===== config.mk =====
export PLATFORM = sky130hd
export DESIGN_NAME = level_frame_ctrl
export DESIGN_NICKNAME = d
export VERILOG_FILES = /design/src/rtl/level_frame_ctrl.sv
export SDC_FILE = /design/constraint.sdc
export NUM_CORES = 1
export LEC_CHECK = 0
export ABC_AREA = 1
export BUFFER_PORTS_ARGS = -buffer_cell sky130_fd_sc_hd__buf_2
export CAP_MARGIN = 15
export CORE_ASPECT_RATIO = 1.1
export CORE_MARGIN = 3
export CORE_UTILIZATION = 45
export CTS_BUF_LIST = sky130_fd_sc_hd__clkbuf_4 sky130_fd_sc_hd__clkbuf_8 sky130_fd_sc_hd__clkbuf_16
export DETAILED_ROUTE_END_ITERATION = 8
export PLACE_DENSITY = 0.77
export SLEW_MARGIN = 20
export SYNTH_ARGS = -nofsm -noshare
export SYNTH_HDL_FRONTEND = slang
export SYNTH_SLANG_ARGS = --single-unit

===== constraint.sdc =====
create_clock -name clk_board -period 5.34 [get_ports clk_board]
set_input_delay 1.068 -clock clk_board [delete_from_list [all_inputs] [get_ports clk_board]]
set_output_delay 1.068 -clock clk_board [all_outputs]
set_load 0.05 [all_outputs]

===== src/rtl/level_frame_ctrl.sv =====
// level_frame_ctrl
// Parses 4-byte level frames (sync, channel, level, check) from the UART
// receiver byte stream. It updates the left/right VU-meter level registers
// only for frames that pass validation. Corrupt, truncated or stalled frames
// are aborted with a one-cycle frame_error pulse.
//
// Ports:
//   clk_board    in   system clock, rising edge
//   reset        in   asynchronous, active-high reset
//   enable       in   low forces IDLE and ignores receiver strobes
//   rx_data[7:0] in   received byte, valid with rx_load
//   rx_load      in   one-cycle strobe, new byte on rx_data
//   rx_error     in   one-cycle strobe, receiver framing error
//   level_left   out  left-channel level register
//   level_right  out  right-channel level register
//   update       out  one-cycle pulse, level register(s) written
//   frame_error  out  one-cycle pulse, frame aborted
//   frame_count  out  accepted-frame count, wraps at 8'hFF
//
// state | meaning
// IDLE  | waiting for sync_byte, stray bytes dropped silently
// CHAN  | sync seen, next byte selects channel (0 left, 1 right, 2 both)
// LEVEL | channel valid, next byte is the level value
// CHECK | next byte must equal chan ^ lvl for the frame to be accepted
module level_frame_ctrl #(
  parameter int unsigned board_freq    = 64,
  parameter int unsigned baud_rate     = 1,
  parameter logic [7:0]  sync_byte     = 8'hA5,
  parameter int unsigned timeout_bytes = 4
) (
  input  logic       clk_board,
  input  logic       reset,
  input  logic       enable,
  input  logic [7:0] rx_data,
  input  logic       rx_load,
  input  logic       rx_error,
  output logic [7:0] level_left,
  output logic [7:0] level_right,
  output logic       update,
  output logic       frame_error,
  output logic [7:0] frame_count
);

  // Computed in 64 bits so realistic clock rates do not overflow.
  localparam longint unsigned TIMEOUT_CYCLES =
    (64'(timeout_bytes) * 64'd10 * 64'(board_freq)) / 64'(baud_rate);
  localparam int CNT_W = (TIMEOUT_CYCLES > 2) ? $clog2(TIMEOUT_CYCLES) : 1;
  localparam logic [CNT_W-1:0] CNT_LAST = CNT_W'(TIMEOUT_CYCLES - 1);

  typedef enum logic [1:0] {IDLE, CHAN, LEVEL, CHECK} state_t;

  state_t           state_q, state_d;
  logic [CNT_W-1:0] cnt_q, cnt_d;
  logic [7:0]       chan_q, chan_d;
  logic [7:0]       lvl_q, lvl_d;
  logic [7:0]       left_d, right_d, count_d;
  logic             update_d, err_d;
  logic             timeout;

  always_ff @(posedge clk_board or posedge reset) begin
    if (reset) begin
      state_q     <= IDLE;
      cnt_q       <= '0;
      chan_q      <= 8'h00;
      lvl_q       <= 8'h00;
      level_left  <= 8'h00;
      level_right <= 8'h00;
      frame_count <= 8'h00;
      update      <= 1'b0;
      frame_error <= 1'b0;
    end else begin
      state_q     <= state_d;
      cnt_q       <= cnt_d;
      chan_q      <= chan_d;
      lvl_q       <= lvl_d;
      level_left  <= left_d;
      level_right <= right_d;
      frame_count <= count_d;
      update      <= update_d;
      frame_error <= err_d;
    end
  end

  assign timeout = (cnt_q == CNT_LAST);

  always_comb begin
    state_d  = state_q;
    chan_d   = chan_q;
    lvl_d    = lvl_q;
    left_d   = level_left;
    right_d  = level_right;
    count_d  = frame_count;
    update_d = 1'b0;
    err_d    = 1'b0;

    // Priority: enable, receiver error, byte load, then timeout. A load on
    // the timeout cycle therefore keeps the frame alive.
    if (!enable) begin
      state_d = IDLE;
    end else if (rx_error && (state_q != IDLE)) begin
      state_d = IDLE;
      err_d   = 1'b1;
    end else if (rx_load) begin
      case (state_q)
        IDLE: begin
          if (rx_data == sync_byte) state_d = CHAN;
        end
        CHAN: begin
          chan_d = rx_data;
          if (rx_data <= 8'h02) begin
            state_d = LEVEL;
          end else begin
            state_d = IDLE;
            err_d   = 1'b1;
          end
        end
        LEVEL: begin
          lvl_d   = rx_data;
          state_d = CHECK;
        end
        CHECK: begin
          state_d = IDLE;
          if (rx_data == (chan_q ^ lvl_q)) begin
            update_d = 1'b1;
            count_d  = frame_count + 8'd1;
            if (chan_q != 8'h01) left_d  = lvl_q;
            if (chan_q != 8'h00) right_d = lvl_q;
          end else begin
            err_d = 1'b1;
          end
        end
        default: state_d = IDLE;
      endcase
    end else if ((state_q != IDLE) && timeout) begin
      state_d = IDLE;
      err_d   = 1'b1;
    end

    // Any byte restarts the inter-byte window; IDLE parks the counter at 0.
    if ((state_d == IDLE) || rx_load) begin
      cnt_d = '0;
    end else begin
      cnt_d = cnt_q + CNT_W'(1);
    end
  end

endmodule

---- After elaboration in Yosys (flattened, before gate mapping) ----
Index checks and enable logic that the tools add are counted.
cells by class
  bitwise operators ....................... 2
  order comparisons ....................... 1
  reduce and logical (&&, ||, !) cells .... 12
  multiplexer cells ....................... 20
  add/subtract/negate cells ............... 2
  equal/unequal tests ..................... 7
operator list
  operator                                                         number
  adder 12 x 1 -> 12 bit (second input constant)                   1
  == test 12 bit (second input constant)                           1
  2-to-1 mux 12 bit                                                1
  2-to-1 mux 2 bit                                                 6
  AND reduction 6 bit                                              2
  2-to-1 mux 1 bit                                                 11
  adder 8 x 1 -> 8 bit (second input constant)                     1
  == test 8 bit                                                    1
  == test 8 bit (second input constant)                            1
  less-or-equal comparator 8 x 2 -> 1 bit (second input constant)  1
  inequality test 8 x 1 -> 1 bit (second input constant)           1
  one-hot mux 2 bit (4 select lines)                               1
  AND reduction 4 bit                                              2
  nonzero test 8 bit                                               1
  XOR 8 bit                                                        1
  AND reduction 5 bit                                              1
  == test 2 bit (second input constant)                            2
  zero test 2 bit                                                  2
  == test 2 x 1 -> 1 bit (second input constant)                   1
  logical AND 1 bit                                                2
  one-hot mux 1 bit (2 select lines)                               1
  nonzero test 2 bit                                               1
  logical OR 1 bit                                                 1
  inverter 1 bit                                                   1
word-level totals
  flip-flop bits (word level) ............. 56
  output and inout bits ................... 26

---- Longest topological paths before layout ----
Gate-level depths: netlist of the first run.
  depth after elaboration ................. 9
  gate-level depth with buffers ........... 14
  gate-level depth less buffers ........... 14

---- Worst setup path before layout of the first run ----
No wires, ideal clock.
  path type ............................... input -> register
  start ................................... input rx_data[1]
  end ..................................... register level_left[7]
  data arrival time ....................... 2.076 ns
  stages .................................. 13
  buffers on the path ..................... 1
  data required time ...................... 5.220 ns
  setup slack ............................. 3.144 ns
  cells stage by stage .................... inv_1 > nand2_1 > nand2_1 > nand2_1 > nand2_1 > nand2_1 > nor2_1 > nand2_1 > inv_4 > nand3_4 > buf_6 > nand2_1 > o21ai_2
on the way
  cells in the longest elaborated chain, start to end .. 2
RTL lines
  what                                  line  source
  start, declared                       34    input logic [7:0] rx_data,
  == test 8 bit                         123   if (rx_data == (chan_q ^ lvl_q)) begin
  AND reduction 6 bit (no source line)  --
  end signal, assigned                  76    level_left <= left_d;
  end, declared                         37    output logic [7:0] level_left,
No other way between the ends.
A chain may end at the register's enable or synchronous reset.

---- Worst setup path in the final report of the first run ----
  start ................................... input rx_data[4]
  end ..................................... register level_left[7]
Same word-level chain as after synthesis.

==> results.yml, run 1 <==
clocking:
  postCtsResizedCells: 0
  clockBufferDepth: 2
  clkLatencyLatePin_ns: 0.30
  cts_tree: "done"
  h-tree-depth: 2
  clk_pin_slew_worst_paths_ns: 0.09
  post-cts-setup-buffers: 0
  cts.sinks: 56
  root_buffer: "clkbuf_8"
  cts_made_buffers: 5
  cts_hold_buf: 0
global_route:
  grt_start_max_net_pins: 57
  grt_usage: 0.1646
  grt_overflow: 0
  antenna_found_initial: 0
  grt_pass1_vias: 2156
  grt_pass1_wl_um: 9287
synth:
  yosysWarnings: 0
  synth.distinct_cells: 27
  yosys.area.top_type_share: 0.4962
  syn_area_sq_um: 2824
  synthTopCellsByArea: "dfrtp_1, nand2_1, o21ai_2"
  synth-edff-count: 0
  synth_compound_area_frac: 0.1023
  ys.flop_type: "dfrtp_1"
  postSynthAreaPerCell_sq_um: 8.185
  syn_nets: 360
  synthMuxAreaShare: 0
  synth-simple-area-share: 0.2822
  synth-adder-area-share: 0.008861
  synth_xor_area_frac: 0.03101
  yosys.area.top_type: "dfrtp_1"
  synth_cells: 345
  seq_area_frac_synth: 0.4962
  synth-async-reset-ratio: 1.000
  ys_ff_latch: 56
  synth_top_family_by_area: "simple AND/OR/NAND/NOR gates"
setup_path:
  regToRegEndpoint: "cnt_q[9]"
  endpoint_kind: "flip-flop"
  endpoint: "level_left[7]"
  required_ns: 5.53
  crit_type: "primary input to flip-flop"
  ff2ff_setup_slack_ns: 3.49
  cp_max_fo: 16
  crit_start: "rx_data[4]"
  reg2reg_depth: 10
  critPathLaunchType: "primary input"
  arrival_ns: 2.37
  regToRegStartpoint: "cnt_q[0]"
timing:
  fmax_ghz: 0.4593
  slew_violations: 0
  skew_ns: 0.007771
  slew_headroom: 0.5418
  period_share: 0.4077
  fin_tns_setup_ns: 0
  fin_crit_ns: 2.177
  worst_pin_slew_ns: 0.6873
  setup_viol_count_final: 0
  grt_setup_unrepaired: "no"
  final_hold_viol_count: 0
die:
  die_x_um: 81.53
  initial_utilization: 0.4775
  core-area_sq_um: 5914
  die_y_um: 89.09
  boundaryPins: 39
  die_area_sq_um: 7263
  rows: 29
detailed_routing:
  drtIter0Drc: 132
  drc: 0
  num_vias: 2307
  antenna_left: 0
  wirelength_um: 5267
  dr.pass1.iters: 4
  via_per_inst: 4.972
  wl_per_cell_um: 11.35
place:
  dp.cells: 456
  numPortBuffers: 38
  routabilityCongestion: 0.8637
  place_hpwl_um: 4050
pwr:
  ir_worst_vdd_mv: 0.1421
  leakagePower_nw: 1.648
  powerDensity_nw_per_um2: 284.1
finish:
  drive_gt1_frac: 0.2248
  nFillCells: 541
  stdcell_count: 464
  nNetsFinal: 401
  antenna_cells: 0
  synthToLayoutAreaGrowth_pct: 12.54
outcome:
  outcome: "finished, final reports clean"
job:
  cap_violations: 0
min_path:
  hp-class: "flip-flop to flip-flop"
-- per-layer routing --
metal / part of all wire / track usage / wire, um
met1: 0.44 / 0.1995 / 2313
met2: 0.50 / 0.2904 / 2659
met3: 0.043 / 0.03730 / 224
met4: 0.013 / 0.05069 / 69
met5: 0 / 0 / 0
-- critical path, cell delays in order --
cell and delay [ns]:
buf_2 0.11, inv_2 0.08, nand2_1 0.07, nand2_1 0.07, nand2_1 0.05, nand2_1 0.06
nand2_1 0.07, nor2_1 0.10, nand2_1 0.12, inv_4 0.13, nand3_4 0.21, nand2_1 0.15
o21ai_2 0.06
-- through the flow --
step	power, W	util	worst slack, ns	hold slack (ns)	area [sq um]
floorplan	0.0006280	-	2.901	0.4312	2824
global placement	0.0006654	0.5208	2.842	0.4442	3080
detailed placement	0.0006723	0.5208	2.834	0.4581	3080
CTS	0.0009147	0.5373	3.165	0.4709	3178
global route	0.0009679	0.5373	2.969	0.4931	3178
finish	0.0009029	0.5373	3.163	0.4628	3178
-- sequential cells by signal, summed over array words and instances, names as in the netlist --
name         flops
level_left       8
state_q          2
frame_count      8
frame_error      1
update           1
lvl_q            8
cnt_q           12
level_right      8
chan_q           8
-- layout make-up --
cell class	instances	area [sq um]	share of cell area
repair buffers	39	197.7	0.06220
well taps	77	96.34	0.03031
clock buffers	7	90.09	0.02835
multi-input cells	235	1199	0.3772
clock inverters	1	7.507	0.002362
flip-flops and latches	56	1401	0.4409
inverters	49	186.4	0.05866
-- Yosys cell counts, types with 2 or more instances --
cell,n
ha_1,2
o21ai_2,17
a21oi_1,6
nand2_2,3
buf_6,2
o21ai_0,19
inv_2,13
nand3_1,20
xnor2_1,2
dfrtp_1,56
xor2_1,8
nand3_4,2
nand2_1,109
inv_1,35
nor2_1,24
nand4_1,11
clkbuf_1,2
nor3_1,2
nand3b_1,4
-- cells by family (layout without fill, tap and decap cells) --
logic type                 Yosys count  in the layout
and+or+nand+nor                    179            179
DFF                                 56             56
buffers and inverters               54             96
AOI/OAI and AO/OA                   44             44
xor gates and xnor gates            10             10
adders and majority gates            2              2
-- worst min-delay path by stage --
| stage | from | to | cells past startpoint |
|---|---|---|---|
| finish | cnt_q[0] | cnt_q[0] | 1 |
| global route | cnt_q[0] | cnt_q[0] | 1 |
| CTS | cnt_q[0] | cnt_q[0] | 1 |
| detailed placement | cnt_q[0] | cnt_q[0] | 1 |
| global placement | cnt_q[0] | cnt_q[0] | 1 |
| floorplan | cnt_q[0] | cnt_q[0] | 1 |
-- layout by cell type (no fill, tap or decap), drive strengths merged --
cell type / count
and2: 1
inv: 49
nand3: 22
xor2: 8
a21oi: 6
xnor2: 2
nand3b: 4
nor2: 25
or2: 1
ha: 2
buf: 39
o21bai: 1
clkinvlp: 1
nor3: 3
dfrtp: 56
o21ai: 36
nand2: 112
o31ai: 1
nand4: 11
clkbuf: 7
-- where the power goes --
group	switching (W)	leakage [nW]	internal, W	total [W]
clock network	0.000129	0.0479	0.000111	0.000240
registers	0.0000320	0.750	0.000461	0.000493
logic	0.000114	0.850	0.0000559	0.000170
No activity file was read; power rests on OpenSTA's default activity.
==> run 2, diff against run 1 <==
--- a/config.mk
+++ b/config.mk
@@ -5,7 +5,7 @@
 export SDC_FILE = /design/constraint.sdc
 export NUM_CORES = 1
 export LEC_CHECK = 0
-export ABC_AREA = 1
+export ABC_AREA = 0
 export BUFFER_PORTS_ARGS = -buffer_cell sky130_fd_sc_hd__buf_2
 export CAP_MARGIN = 15
 export CORE_ASPECT_RATIO = 1.1
@@ -13,7 +13,7 @@
 export CORE_UTILIZATION = 45
 export CTS_BUF_LIST = sky130_fd_sc_hd__clkbuf_4 sky130_fd_sc_hd__clkbuf_8 sky130_fd_sc_hd__clkbuf_16
 export DETAILED_ROUTE_END_ITERATION = 8
-export PLACE_DENSITY = 0.77
+export PLACE_DENSITY = 0.8
 export SLEW_MARGIN = 20
 export SYNTH_ARGS = -nofsm -noshare
 export SYNTH_HDL_FRONTEND = slang
==> constraint.sdc (replaced) <==
create_clock -name clk_board -period 2 [get_ports clk_board]
set_input_delay 0.4 -clock clk_board [delete_from_list [all_inputs] [get_ports clk_board]]
set_output_delay 0.4 -clock clk_board [all_outputs]
set_load 0.05 [all_outputs]
==> run 2 against run 1 <==
Critical path depth fell by 9. First-iteration DRC count fell by 38%. Sequential share of layout area rose by 0.51 points. Clock skew rose by 0.0031 ns. Total power rose by 110%. Combinational power fell by 39%. Area after synthesis fell by 3.0%. Synthesized cell count fell by 38%. Worst setup slack got worse by 3.1 ns. Count of clock-buffer cells in the layout fell by 1. Clock power rose to 2.7 times the previous value. Critical endpoint is now frame_count[1]. Largest cell class unchanged. Largest power group unchanged. Highest routed layer unchanged.
==> results.yml, run 2 <==
pwr:
  powerDensity_nw_per_um2: 598.0
  leakagePower_nw: 1.631
  ir_worst_vdd_mv: 0.3141
clocking:
  root_buffer: "clkbuf_8"
  clockBufferDepth: 2
  postCtsResizedCells: 0
  cts_tree: "done"
  h-tree-depth: 2
  cts_hold_buf: 0
  clkLatencyLatePin_ns: 0.31
  cts_made_buffers: 5
  post-cts-setup-buffers: 0
  clk_pin_slew_worst_paths_ns: 0.10
  cts.sinks: 56
synth:
  seq_area_frac_synth: 0.5116
  yosys.area.top_type: "dfrtp_1"
  synth.distinct_cells: 38
  ys.flop_type: "dfrtp_1"
  syn_nets: 228
  synth_cells: 213
  yosys.area.top_type_share: 0.5116
  postSynthAreaPerCell_sq_um: 12.86
  synth_most_common_cell: "dfrtp_1"
  yosys-top-cells-count: "dfrtp_1, mux2_2, nor2_1"
  synth-edff-count: 0
  synth-async-reset-ratio: 1.000
  synthTopCellsByArea: "dfrtp_1, mux2_2, xnor3_1"
  ys_ff_latch: 56
  yosysWarnings: 0
  syn_area_sq_um: 2739
finish:
  regMostFlops: "cnt_q"
  mostFrequentLayoutCells: "dfrtp_1, buf_2, mux2_2"
  antenna_cells: 0
  nFillCells: 512
  multi_input_area_sq_um: 1295
  drive_gt1_frac: 0.3643
  nNetsFinal: 272
  synthToLayoutAreaGrowth_pct: 14.71
  largest_reg_flops: 12
  seq_area_sq_um: 1401
  final_common_cell: "dfrtp_1"
global_route:
  antenna_found_initial: 0
  grt_start_max_net_pins: 57
  grt_pass1_vias: 1901
  grt_overflow: 0
  grt_pass1_wl_um: 8873
  grt_usage: 0.1629
outcome:
  outcome: "finished, final reports clean"
detailed_routing:
  wl_met3_um: 181
  dr.max_layer_used: "met4"
  via_per_inst: 5.388
  wl_met1_um: 2318
  dr.pass1.iters: 4
  drc: 0
  wirelength_um: 5268
  wl_per_cell_um: 15.73
  antenna_left: 0
  drtIter0Drc: 82
  wl_met2_um: 2683
  num_vias: 1805
timing:
  final_hold_viol_count: 0
  fin_crit_ns: 1.894
  period_share: 0.9469
  slew_violations: 0
  grt_setup_unrepaired: "no"
  skew_ns: 0.01091
  fmax_ghz: 0.5280
  setup_viol_count_final: 0
  holdWs_ns: 0.1116
  slew_headroom: 0.7141
  worst_pin_slew_ns: 0.4288
  fin_tns_setup_ns: 0
setup_path:
  endpoint_kind: "flip-flop"
  required_ns: 2.20
  arrival_ns: 2.10
  crit_type: "flip-flop to flip-flop"
  cp_max_fo: 8
  critPathLaunchType: "flip-flop"
die:
  boundaryPins: 39
  initial_utilization: 0.4688
  die_y_um: 87.82
  die_area_sq_um: 7059
  rows: 29
  core-area_sq_um: 5842
  die_x_um: 80.39
min_path:
  hp-class: "primary input to asynchronous set/reset pin"
job:
  cap_violations: 0
place:
  place_hpwl_um: 3842
  numPortBuffers: 38
  routabilityCongestion: 0.8246
-- run 2: per-stage QoR --
step           setup slack [ns]  area [sq um]    util  instances  power, W
2_1_floorplan            0.2287          2739       -        213  0.001216
4_1_cts                  0.1076          3142  0.5378        335  0.001913
6_report                 0.1062          3142  0.5378        335  0.001879
3_5_place_dp            0.07074          3044  0.5211        327  0.001262
5_1_grt                 0.04464          3142  0.5378        335  0.001970
3_3_place_gp             0.1057          3044  0.5211        327  0.001259
-- run 2: power by group --
part	internal (W)	switching (W)	leakage, nW	total, W
combinational	0.0000414	0.0000617	0.805	0.000103
clock	0.000281	0.000360	0.0434	0.000641
sequential	0.00113	0.00000165	0.783	0.00113
total	0.00146	0.000424	1.63	0.00188
-- run 2: path summary, 6_finish.rpt --
| check | startpoint | end | slack [ns] | cells after the start |
|---|---|---|---|---|
| worst max-delay path | chan_q[3] | frame_count[1] | 0.11 | 4 |
| worst min-delay path | reset | level_right[4] | 0.11 | 3 |
| worst max register to register | chan_q[3] | frame_count[1] | 0.11 | 4 |
| worst min register to register | cnt_q[0] | cnt_q[0] | 0.46 | 1 |
| max in group asynchronous | reset | cnt_q[0] | 1.62 | 3 |
| min in group clk_board | enable | frame_error | 0.34 | 3 |
-- run 2: cell type report --
type,instances,area share
multi-input combinational,147,0.4122
clock inverter,2,0.004779
timing repair buffer,42,0.07407
tap,77,0.03067
clock buffer,6,0.02628
inverter,5,0.005974
sequential,56,0.4460
-- run 2: routing by layer --
metal  vias to the layer above  track usage
li1                        861            -
met1                       905       0.2012
met2                        33       0.2831
met3                         6      0.03086
met4                         0      0.06144
met5                         -            0
-- run 2: cell families after synthesis --
family	count (synthesis)	synth area share
multiplexers	33	0.1370
XOR/XNOR	24	0.1183
AO/OA/AOI/OAI	13	0.03427
AND/OR/NAND/NOR	75	0.1741
flip-flops	56	0.5116
adder cells (fa/ha/maj)	2	0.009135
buffers and inverters	10	0.01553
-- run 2: worst max-delay path, stage by stage (launching register included) --
cell	delay, ns
dfrtp_1	0.41
xnor3_1	0.45
nand3_4	0.15
nor4_4	0.43
mux2_4	0.33
==> run 3, diff against run 2 <==
==> constraint.sdc (replaced) <==
create_clock -name clk_board -period 2 [get_ports clk_board]
set_input_delay 0.2 -clock clk_board [delete_from_list [all_inputs] [get_ports clk_board]]
set_output_delay 0.2 -clock clk_board [all_outputs]
set_load 0.05 [all_outputs]
==> run 3 against run 2 <==
Hold slack improved by 0.025 ns. Critical path depth did not move. Cell count fell by 0.60%. Die area unchanged. First-iteration DRC count rose by 6.1%. Clock skew decreased by 0.0035 ns. Critical path type unchanged. Critical endpoint unchanged.
==> results.yml, run 3 (same netlist as run 2, synthesis figures left out) <==
die:
  core-area_sq_um: 5842
  die_area_sq_um: 7059
  die_x_um: 80.39
  boundaryPins: 39
  initial_utilization: 0.4688
  rows: 29
  die_y_um: 87.82
place:
  dp.cells: 325
  numPortBuffers: 38
  routabilityCongestion: 0.7945
  placed_area_sq_um: 3029
  place_hpwl_um: 3736
timing:
  final_hold_viol_count: 0
  skew_ns: 0.007434
  grt_setup_unrepaired: "no"
  worst_pin_slew_ns: 0.4606
  setup_viol_count_final: 0
  fin_tns_setup_ns: 0
  slew_headroom: 0.6901
  slew_violations: 0
  fin_crit_ns: 1.884
  fmax_ghz: 0.5307
  holdWs_ns: 0.1364
  period_share: 0.9421
setup_path:
  cp.depth: 4
  crit_buf_inv: 0
  crit_type: "flip-flop to flip-flop"
  endpoint: "frame_count[1]"
  regToRegStartpoint: "chan_q[3]"
  regToRegEndpoint: "frame_count[1]"
  critPathLaunchType: "flip-flop"
  arrival_ns: 2.08
  endpoint_kind: "flip-flop"
  path_cells: "xnor3_1 -> nand3_4 -> nor4_4 -> mux2_4"
  crit_start: "chan_q[3]"
  max_stage_delay_ns: 0.46
  ff2ff_setup_slack_ns: 0.12
  required_ns: 2.20
  reg2reg_depth: 4
  crit_slowest_cell: "xnor3_1"
  cp_max_fo: 8
  crit_family: "simple AND/OR/NAND/NOR gates"
global_route:
  grt_pass1_vias: 1741
  grt_usage: 0.1574
  grt_start_max_net_pins: 57
  grt_pass1_wl_um: 8638
  grt_overflow: 0
  antenna_found_initial: 0
clocking:
  clockBufferDepth: 2
  h-tree-depth: 2
  clkLatencyLatePin_ns: 0.30
  root_buffer: "clkbuf_8"
  cts_made_buffers: 5
  cts_tree: "done"
  cts.sinks: 56
  clk_pin_slew_worst_paths_ns: 0.09
detailed_routing:
  drc: 0
  num_vias: 1753
  wirelength_um: 5036
  antenna_left: 0
  wl_per_cell_um: 15.12
  via_per_inst: 5.264
  drtIter0Drc: 87
  dr.pass1.iters: 4
finish:
  regMostFlops: "cnt_q"
  final_common_cell: "dfrtp_1"
  drive_gt1_frac: 0.3555
  antenna_cells: 0
  synthToLayoutAreaGrowth_pct: 13.93
  nNetsFinal: 271
  largest_reg_flops: 12
  mostFrequentLayoutCells: "dfrtp_1, buf_2, mux2_2"
  finalInstanceArea_sq_um: 3120
  fin_util: 0.5342
  stdcell_count: 333
pwr:
  ir_worst_vdd_mv: 0.3542
  p_sw_w: 0.0003876
  power_frac_seq: 0.626
  p_comb_frac: 0.056
  leakagePower_nw: 1.628
  swShare: 0.2137
  powerDensity_nw_per_um2: 581.2
  pwr-share-clk: 0.319
  intPower_w: 0.001426
outcome:
  outcome: "finished, final reports clean"
job:
  cap_violations: 0
min_path:
  hp-class: "primary input to flip-flop"
==> run 3: worst reg2reg max path, stage by stage, from the launching register on <==
cell and delay (ns):
dfrtp_1 0.41, xnor3_1 0.46, nand3_4 0.15, nor4_4 0.42
mux2_4 0.33
==> run 3: power groups by stage <==
stage	Combinational, W	Sequential, W	Clock (W)
after detailed placement	0.000102	0.00116	0
after global routing	0.000111	0.00114	0.000651
after floorplan	0.0000596	0.00116	0
after CTS	0.000104	0.00113	0.000606
final	0.000101	0.00113	0.000578
after global placement	0.000101	0.00116	0
==> run 3: repair_timing <==
item | CTS | global route
resized for setup | 0 | 0
setup buffers | 0 | 0
hold endpoints to repair | 56 | 0
hold buffers | 1 | 0
==> run 3: how the worst min path moves through the flow <==
stage,startpoint,end,slack (ns),depth (start not counted)
6_report,enable,frame_error,0.14,3
4_1_cts,enable,frame_error,0.12,3
2_1_floorplan,enable,frame_error,0.30,2
3_5_place_dp,reset,level_right[4],0.27,3
3_3_place_gp,reset,level_left[4],0.27,3
5_1_grt,enable,frame_error,0.13,3
==> run 3: final cells by class <==
cell class                 instances  area, sq um
fill                             524         2721
sequential                        56         1401
multi-input combinational        147         1295
timing repair buffer              41        227.7
tap                               77        96.34
clock buffer                       6        76.32
inverter                           5        18.77
clock inverter                     1        5.005
==> run 3: metal layers <==
metal,GRT usage,wire length [um],up-vias,share of wire
met3,0.03189,216,10,0.043
met2,0.2620,2475,33,0.49
met1,0.2072,2255,849,0.45
met5,0,0,-,0
li1,-,-,861,-
met4,0.05069,88,0,0.017
==> run 3: metrics by stage <==
| step | setup WS, ns | power, W |
|---|---|---|
| global placement | 0.1501 | 0.001257 |
| global route | 0.03394 | 0.001898 |
| detailed placement | 0.1171 | 0.001259 |
| finish | 0.1158 | 0.001814 |
| CTS | 0.1051 | 0.001844 |
| floorplan | 0.2809 | 0.001216 |
